--- src/rtl/imem_loader_if.sv ---
// Byte-stream input, instruction-memory write port and load status of imem_loader.
// master = stream source / supervisor side, slave = the loader.
interface imem_loader_if #(
    parameter int ADDR_W = 7
) ();
    logic              start;
    logic [7:0]        rx_data;
    logic              rx_valid;
    logic              rx_ready;
    logic              imem_we;
    logic [ADDR_W-1:0] imem_addr;
    logic [31:0]       imem_wd;
    logic              cpu_hold;
    logic              busy;
    logic              done;
    logic              err;

    modport master (
        output start, rx_data, rx_valid,
        input  rx_ready, imem_we, imem_addr, imem_wd, cpu_hold, busy, done, err
    );

    modport slave (
        input  start, rx_data, rx_valid,
        output rx_ready, imem_we, imem_addr, imem_wd, cpu_hold, busy, done, err
    );
endinterface

--- src/rtl/imem_loader.sv ---
// Loads a big-endian word stream (16-bit count header + 4*N bytes) into instruction memory.
// Optional trailing XOR checksum byte: define IMEM_LOADER_CHECKSUM_EN.
module imem_loader #(
    parameter int DEPTH  = 128,
    parameter int ADDR_W = 7
) (
    input  logic         clk,
    input  logic         reset,
    imem_loader_if.slave bus
);
    typedef enum logic [2:0] {
        S_IDLE,
        S_HDR_HI,
        S_HDR_LO,
        S_DATA,
        S_WRITE,
`ifdef IMEM_LOADER_CHECKSUM_EN
        S_CHK,
`endif
        S_FINISH
    } state_t;

    // Where the load goes once all words are written (also for an empty load).
`ifdef IMEM_LOADER_CHECKSUM_EN
    localparam state_t S_AFTER_DATA = S_CHK;
`else
    localparam state_t S_AFTER_DATA = S_FINISH;
`endif

    state_t            r_state;
    logic [15:0]       r_count;
    logic [1:0]        r_idx;
    logic [31:0]       r_word;
    logic [ADDR_W-1:0] r_addr;
    logic              r_err;
`ifdef IMEM_LOADER_CHECKSUM_EN
    logic [7:0]        r_csum;
`endif

    logic        w_rx_ready;
    logic        w_xfer;
    logic [15:0] w_count;
    logic        w_last;

    // NOTE: every variable assigned in always_comb gets a default first, so no latch is inferred.
    always_comb begin
        w_rx_ready = 1'b0;
        case (r_state)
            S_HDR_HI, S_HDR_LO, S_DATA: w_rx_ready = 1'b1;
`ifdef IMEM_LOADER_CHECKSUM_EN
            S_CHK:                      w_rx_ready = 1'b1;
`endif
            default:                    w_rx_ready = 1'b0;
        endcase
    end

    assign w_xfer  = bus.rx_valid & w_rx_ready;
    assign w_count = {r_count[15:8], bus.rx_data};
    assign w_last  = (16'(r_addr) + 16'd1) == r_count;

    // NOTE: sequential state uses non-blocking assignments only, so every register samples pre-edge values.
    always_ff @(posedge clk) begin
        if (reset) begin
            r_state <= S_IDLE;
            r_count <= '0;
            r_idx   <= '0;
            r_word  <= '0;
            r_addr  <= '0;
            r_err   <= 1'b0;
`ifdef IMEM_LOADER_CHECKSUM_EN
            r_csum  <= '0;
`endif
        end else begin
            case (r_state)
                S_IDLE: begin
                    if (bus.start) begin
                        r_state <= S_HDR_HI;
                        r_err   <= 1'b0;
                        r_addr  <= '0;
`ifdef IMEM_LOADER_CHECKSUM_EN
                        r_csum  <= '0;
`endif
                    end
                end
                S_HDR_HI: begin
                    if (w_xfer) begin
                        r_count[15:8] <= bus.rx_data;
                        r_state       <= S_HDR_LO;
                    end
                end
                S_HDR_LO: begin
                    if (w_xfer) begin
                        r_count <= w_count;
                        r_idx   <= '0;
                        if (w_count == 16'd0) begin
                            r_state <= S_AFTER_DATA;
                        end else if (w_count > 16'(DEPTH)) begin
                            // Oversize load: nothing is written and no checksum byte is taken.
                            r_err   <= 1'b1;
                            r_state <= S_FINISH;
                        end else begin
                            r_state <= S_DATA;
                        end
                    end
                end
                S_DATA: begin
                    if (w_xfer) begin
                        r_word <= {r_word[23:0], bus.rx_data};
                        r_idx  <= r_idx + 2'd1;
`ifdef IMEM_LOADER_CHECKSUM_EN
                        r_csum <= r_csum ^ bus.rx_data;
`endif
                        if (r_idx == 2'd3) begin
                            r_state <= S_WRITE;
                        end
                    end
                end
                S_WRITE: begin
                    r_addr  <= r_addr + 1'b1;
                    r_state <= w_last ? S_AFTER_DATA : S_DATA;
                end
`ifdef IMEM_LOADER_CHECKSUM_EN
                S_CHK: begin
                    if (w_xfer) begin
                        if (bus.rx_data != r_csum) begin
                            r_err <= 1'b1;
                        end
                        r_state <= S_FINISH;
                    end
                end
`endif
                S_FINISH: r_state <= S_IDLE;
                default:  r_state <= S_IDLE;
            endcase
        end
    end

    assign bus.rx_ready  = w_rx_ready;
    assign bus.imem_we   = (r_state == S_WRITE);
    assign bus.imem_addr = r_addr;
    assign bus.imem_wd   = r_word;
    assign bus.cpu_hold  = (r_state != S_IDLE);
    assign bus.busy      = (r_state != S_IDLE);
    assign bus.done      = (r_state == S_FINISH);
    assign bus.err       = r_err;
endmodule
--- src/flat_wrapper.sv ---
// flat-port wrapper written by rule: the top's interface ports become plain ports
module imem_loader_flat 
#(
    parameter int DEPTH  = 128,
    parameter int ADDR_W = 7
)
  (clk, reset, bus_start, bus_rx_data, bus_rx_valid, bus_rx_ready, bus_imem_we, bus_imem_addr, bus_imem_wd, bus_cpu_hold, bus_busy, bus_done, bus_err);
  imem_loader_if #(.ADDR_W(ADDR_W)) bus_i ();
  input  logic clk;
  input  logic reset;
  input wire logic [$bits(bus_i.start)-1:0] bus_start;
  input wire logic [$bits(bus_i.rx_data)-1:0] bus_rx_data;
  input wire logic [$bits(bus_i.rx_valid)-1:0] bus_rx_valid;
  output wire logic [$bits(bus_i.rx_ready)-1:0] bus_rx_ready;
  output wire logic [$bits(bus_i.imem_we)-1:0] bus_imem_we;
  output wire logic [$bits(bus_i.imem_addr)-1:0] bus_imem_addr;
  output wire logic [$bits(bus_i.imem_wd)-1:0] bus_imem_wd;
  output wire logic [$bits(bus_i.cpu_hold)-1:0] bus_cpu_hold;
  output wire logic [$bits(bus_i.busy)-1:0] bus_busy;
  output wire logic [$bits(bus_i.done)-1:0] bus_done;
  output wire logic [$bits(bus_i.err)-1:0] bus_err;
  assign bus_i.start = bus_start;
  assign bus_i.rx_data = bus_rx_data;
  assign bus_i.rx_valid = bus_rx_valid;
  assign bus_rx_ready = bus_i.rx_ready;
  assign bus_imem_we = bus_i.imem_we;
  assign bus_imem_addr = bus_i.imem_addr;
  assign bus_imem_wd = bus_i.imem_wd;
  assign bus_cpu_hold = bus_i.cpu_hold;
  assign bus_busy = bus_i.busy;
  assign bus_done = bus_i.done;
  assign bus_err = bus_i.err;
  imem_loader #(.DEPTH(DEPTH), .ADDR_W(ADDR_W)) u_core (.clk(clk), .reset(reset), .bus(bus_i));
endmodule
--- config.mk ---
export PLATFORM = sky130hd
export DESIGN_NAME = imem_loader_flat
export DESIGN_NICKNAME = d
export VERILOG_FILES = /design/src/rtl/imem_loader_if.sv /design/src/rtl/imem_loader.sv /design/src/flat_wrapper.sv
export SDC_FILE = /design/constraint.sdc
export NUM_CORES = 1
export LEC_CHECK = 0
export ABC_AREA = 1
export ABC_CLOCK_PERIOD_IN_PS = 2160
export CAP_MARGIN = 5
export CORE_ASPECT_RATIO = 1.25
export CORE_MARGIN = 4
export CORE_UTILIZATION = 45
export CTS_CLUSTER_SIZE = 28
export DETAILED_ROUTE_END_ITERATION = 10
export PLACE_DENSITY = 0.71
export SYNTH_ARGS = -nofsm -noshare
export SYNTH_HDL_FRONTEND = slang
export SYNTH_SLANG_ARGS = --single-unit
--- constraint.sdc ---
create_clock -name clk -period 2.16 [get_ports clk]
set_input_delay 0.324 -clock clk [delete_from_list [all_inputs] [get_ports clk]]
set_output_delay 0.324 -clock clk [all_outputs]
set_load 0.01 [all_outputs]
==> results.cfg, run 1 <==
[finish]
area_delta_synth_final_pct = 32.5
final_common_cell = nor2_1
final_nets = 444
num_antenna_cells = 0
drive_above_1_share_pct = 11.3
final_cell_mix = nor2_1 (80), dfxtp_1 (61), clkdlybuf4s50_1 (56), nand2_1 (55), o21ai_0 (51)
final.fill_count = 515
final_cell_area_mm2 = 0.00349

[worst_setup_path]
slowest_delay_ps = 580
worstPathCellList = nor2_2 -> nor2_1 -> clkdlybuf4s50_1
crit_path_top_delay_cell = clkdlybuf4s50_1
arrival_ps = 1720
cp-start-kind = register
critPathMaxFanout = 7
crit_required_ps = 1840
cp-end-kind = output pin
critPathKind = register to output pin

[timing]
rsz0062_at_grt = false
clock.fmax_mhz = 489
worst_slew_pin_slew_ps = 502
maxSlewHeadroom_pct = 66.5
setup_viol = 0
tns_ps = 0
fin_crit_sh_pct = 94.6
period_minus_slack_ps = 2040
clock_skew_ps = 8.31
hold_viol_final = 0
slew_violations = 0
whs_ps = 452

[die]
die_y_um = 93.6
core_mm2 = 0.00556
num_rows = 30
ios = 57
die_area_mm2 = 0.00715
start_util_pct = 47.5
die_w_um = 76.5

[synthesis]
syn_area_per_cell_um2 = 7.13
syn_area_mm2 = 0.00264
yosysSeqAreaShare_pct = 46.3
yosysTopAreaCellShare_pct = 46.3
synth_area_leaders = dfxtp_1 (46%), nor2_1 (12%), o21ai_0 (9.7%), nand2_1 (7.8%), a21oi_1 (5.1%)
ys_ff_latch = 61
yosysWarnings = 0
synthesis.nets = 384
synth_cell_type_count = 26
synth_top_area_cell = dfxtp_1
netlist_instances = 370

[clocking]
clk-insertion-delay-late_ps = 340
numCtsBuffers = 9
cts_tree = yes
cts.sinks = 61
clk_pin_slew_ps = 60
ctsHtreeMaxLevel = 3
clockRootBuffer = clkbuf_8
cts_buffer_depth = 2

[route]
detail_route.wl_per_cell_um = 13.1
first_iter_violations = 142
wirelength_um = 6560
firstDrtPassIters = 4
ant_nets = 0
vias = 2499
drc = 0
viasPerCell = 5.01

[power]
totalPowerFinal_w = 0.00336
leakage_nw = 1.49
pwr_density_cell_mw_per_mm2 = 961
irDropWorstVdd_mv = 0.492

[global_route]
overflow = 0
grt_usage_pct = 19.4
grt_pass1_wl_um = 11000
grt_pass1_vias = 2375
grt_start_max_net_pins = 52
antenna_found_initial = 0

[place]
dpl_cell_area_mm2 = 0.00327
hpwl_um = 4570
place_congestion = 0.889
io_buffers = 56

[outcome]
status = finished, final reports clean

[worst_hold_path]
hp-class = register to register

[run]
drv_cap = 0
## cells in the mapped netlist, drive strengths merged
cell	n
o21bai	2
buf	7
a211oi	1
inv	37
xnor2	1
nand3	16
clkbuf	7
o211ai	1
nand3b	1
nand4	2
nand2	57
nor2	90
o21ai	55
a21oi	28
xor2	1
dfxtp	61
ha	2
and2	1
## power breakdown
part	switching [W]	internal, W	total, W
Combinational	0.000504	0.000363	0.000867
Sequential	0.0000885	0.00125	0.00134
Clock	0.000437	0.000709	0.00115
## metrics by stage
| step | std cells | worst slack [ps] | utilization [%] |
|---|---|---|---|
| after floorplan | 370 | 521 | - |
| after detailed placement | 483 | 262 | 58.8 |
| after global routing | 499 | 57.6 | 62.9 |
| final | 499 | 116 | 62.9 |
| after global placement | 483 | 357 | 58.8 |
| after CTS | 499 | 71.1 | 62.8 |
## metal layers
| metal | up-vias | track usage (%) | wire (um) | share of wire, % |
|---|---|---|---|---|
| li1 | 1299 | - | - | - |
| met1 | 1117 | 22.4 | 2940 | 45 |
| met2 | 63 | 30.8 | 2980 | 45 |
| met3 | 20 | 7.23 | 392 | 6.0 |
| met4 | 0 | 11.0 | 245 | 3.7 |
| met5 | - | 0 | 0 | 0 |
## timing repair
action | 4_1_cts | 5_1_grt
resized for setup | 0 | 1
hold buffers | 0 | 0
endpoints found under the setup margin | 0 | 3
setup buffers | 0 | 0
## worst paths after layout
path         cells after the start                                  from  slack (ps)                              end
max                              3        u_core.r_state[1]$_SDFFE_PP0P_         120                     bus_rx_ready
min reg2reg                      2       u_core.r_count[10]$_SDFFE_PP0P_         450  u_core.r_count[10]$_SDFFE_PP0P_
min                              2       u_core.r_count[10]$_SDFFE_PP0P_         450  u_core.r_count[10]$_SDFFE_PP0P_
max reg2reg                     13  u_core.bus.imem_addr[1]$_SDFFE_PP0P_         400   u_core.r_state[1]$_SDFFE_PP0P_
## cells by family (layout without fill, tap and decap cells)
kind of cell / count (synthesis) / after routing / synth area share, %
flip-flops: 61 / 61 / 46.3
AO/OA/AOI/OAI: 87 / 87 / 17.5
buffers and inverters: 51 / 116 / 7.69
AND/OR/NAND/NOR: 167 / 167 / 26.9
XOR/XNOR: 2 / 2 / 0.665
adder cells (fa/ha/maj): 2 / 2 / 0.949
## critical path: cells and delay by family (launching register included)
family                 cells  cell delay [ps]
DFF                        1              480
and+or+nand+nor            2              310
buffers and inverters      1              580
## state kept, by name (all words and copies together) (netlist names)
signal / cells
u_core.r_state: 3
u_core.r_count: 16
u_core.bus.imem_wd: 32
u_core.r_idx: 2
u_core.bus.imem_addr: 7
u_core.bus.err: 1
## cell type report
type	instances	area [um^2]	share of cell area (%)
Clock buffer	12	155	4.44
Clock inverter	4	70.1	2.01
Inverter	37	139	3.98
Multi-Input combinational cell	258	1210	34.8
Sequential cell	61	1220	35.0
Tap cell	64	80.1	2.29
Timing Repair Buffer	63	613	17.6
Note: power is estimated with default switching activity, not from simulation.
==> run 2: changes to the inputs <==
--- a/config.mk
+++ b/config.mk
@@ -10,10 +10,11 @@
 export CAP_MARGIN = 5
 export CORE_ASPECT_RATIO = 1.25
 export CORE_MARGIN = 4
-export CORE_UTILIZATION = 45
+export CORE_UTILIZATION = 35
 export CTS_CLUSTER_SIZE = 28
 export DETAILED_ROUTE_END_ITERATION = 10
-export PLACE_DENSITY = 0.71
+export PLACE_DENSITY = 0.58
+export SKIP_CTS_REPAIR_TIMING = 1
 export SYNTH_ARGS = -nofsm -noshare
 export SYNTH_HDL_FRONTEND = slang
 export SYNTH_SLANG_ARGS = --single-unit
==> run 2 against run 1 <==
Combinational power decreased by 1%. Critical endpoint is now bus_done. Critical path type unchanged. Register-to-register slack improved by 50 ps. Die area increased by 26%. Highest routed layer unchanged. Sequential share of layout area decreased by 0.46 points.
==> results.cfg, run 2 (synthesis results as in run 1) <==
[timing]
clock_skew_ps = 8.43
period_minus_slack_ps = 2060
worst_slew_pin_slew_ps = 513
maxSlewHeadroom_pct = 65.6
hold_viol_final = 0
rsz0062_at_grt = false
fin_crit_sh_pct = 95.5
clock.fmax_mhz = 485
setup_viol = 0
slew_violations = 0
tns_ps = 0

[place]
dpl_cell_area_mm2 = 0.00331
hpwl_um = 4700
place_inst = 511
io_buffers = 56
place_congestion = 0.861

[worst_setup_path]
crit_required_ps = 1840
critPathMaxFanout = 5
cp-start-kind = register
arrival_ps = 1740
crit-reg2reg-launch = u_core.bus.imem_addr[1]$_SDFFE_PP0P_
cp-end-kind = output pin
r2r_slack_ps = 450
critPathKind = register to output pin
r2r_cells = 11
r2r-end = u_core.r_state[1]$_SDFFE_PP0P_

[power]
pwr-share-seq_pct = 40.1
leakage_nw = 1.49
power.switching_w = 0.00105
intPower_w = 0.00229
irDropWorstVdd_mv = 0.491
pwr-share-clk_pct = 34.3
pwr_density_cell_mw_per_mm2 = 944
totalPowerFinal_w = 0.00334
p_sw_share_pct = 31.3
power_frac_comb_pct = 25.6

[finish]
final_cell_area_mm2 = 0.00354
largest_reg_flops = 32
num_antenna_cells = 0
final_nets = 444
utilization_pct = 48.1
area_delta_synth_final_pct = 34.3
final_common_cell = nor2_1
drive_above_1_share_pct = 11.5
final_cell_mix = nor2_1 (80), dfxtp_1 (61), clkdlybuf4s50_1 (56), nand2_1 (55), o21ai_0 (51)
final_cell_count_no_fill = 527

[route]
drc = 0
viasPerCell = 4.66
wirelength_um = 6790
vias = 2455
ant_nets = 0
detail_route.wl_per_cell_um = 12.9
firstDrtPassIters = 4
first_iter_violations = 106

[worst_hold_path]
worstHoldPathCells = 2
hp-class = register to register
hold_end = u_core.r_count[14]$_SDFFE_PP0P_
min-delay-start = u_core.r_count[14]$_SDFFE_PP0P_

[die]
ios = 57
die_area_mm2 = 0.00899
die_w_um = 85.6
die_y_um = 105
start_util_pct = 35.8
core_mm2 = 0.00736
num_rows = 35

[clocking]
clk-insertion-delay-late_ps = 340
clk_pin_slew_ps = 70
ctsHtreeMaxLevel = 3
cts.sinks = 61
cts_buffer_depth = 2
cts_tree = yes
clockRootBuffer = clkbuf_8
numCtsBuffers = 9

[run]
drv_cap = 0

[global_route]
grt_pass1_vias = 2385
grt_start_max_net_pins = 45
antenna_found_initial = 0
grt_pass1_wl_um = 11300
grt_usage_pct = 15.8
overflow = 0

[outcome]
status = finished, final reports clean
==> run 2: area by class of cell <==
class                   instances  area (um^2)
clock buffers                  10          138
clock inverters                 6         86.3
fillers                       774         3820
inverters                      37          139
multi-input cells             258         1210
flip-flops and latches         61         1220
well taps                      92          115
repair buffers                 63          626
==> run 2: per-layer routing <==
metal  vias to the layer above  share of wire [%]  global-route usage (%)
met5                         -                  0                       0
met4                         0                2.3                    7.81
met3                        10                5.4                    5.52
met2                        53                 46                    23.6
met1                      1086                 47                    20.0
li1                       1306                  -                       -
==> run 2: worst max-delay path by stage <==
stage	slack, ps	to	start	depth (start not counted)
2_1_floorplan	520	u_core.r_state[1]$_SDFFE_PP0P_	u_core.bus.imem_addr[0]$_SDFFE_PP0P_	11
3_5_place_dp	250	u_core.r_state[1]$_SDFFE_PP0P_	bus_rx_data[4]	10
5_1_grt	10	bus_done	u_core.r_state[0]$_SDFFE_PP0P_	5
6_report	100	bus_done	u_core.r_state[0]$_SDFFE_PP0P_	5
4_1_cts	50	bus_imem_we	u_core.r_state[1]$_SDFFE_PP0P_	4
3_3_place_gp	310	u_core.r_count[2]$_SDFFE_PP0P_	bus_rx_valid	6
==> run 2: worst max-delay path: stages (launching register included) <==
cell and delay (ps):
dfxtp_1 450, inv_2 110, nor2_1 150, inv_1 60, nor2_1 100, clkdlybuf4s50_1 540
==> run 2: power by group through the flow <==
| stage | Combinational, W | Clock (W) | Sequential [W] |
|---|---|---|---|
| after floorplan | 0.000515 | 0 | 0.00137 |
| after global placement | 0.000856 | 0 | 0.00136 |
| after detailed placement | 0.000857 | 0 | 0.00136 |
| after CTS | 0.000863 | 0.00117 | 0.00134 |
| after global routing | 0.000965 | 0.00122 | 0.00136 |
| final | 0.000855 | 0.00114 | 0.00134 |
==> run 2: per-stage QoR <==
step / hold slack, ps / setup WS (ps)
3_5_place_dp: 443 / 253
3_3_place_gp: 442 / 306
6_report: 450 / 97.8
4_1_cts: 455 / 50.3
2_1_floorplan: 429 / 521
5_1_grt: 472 / 12.0
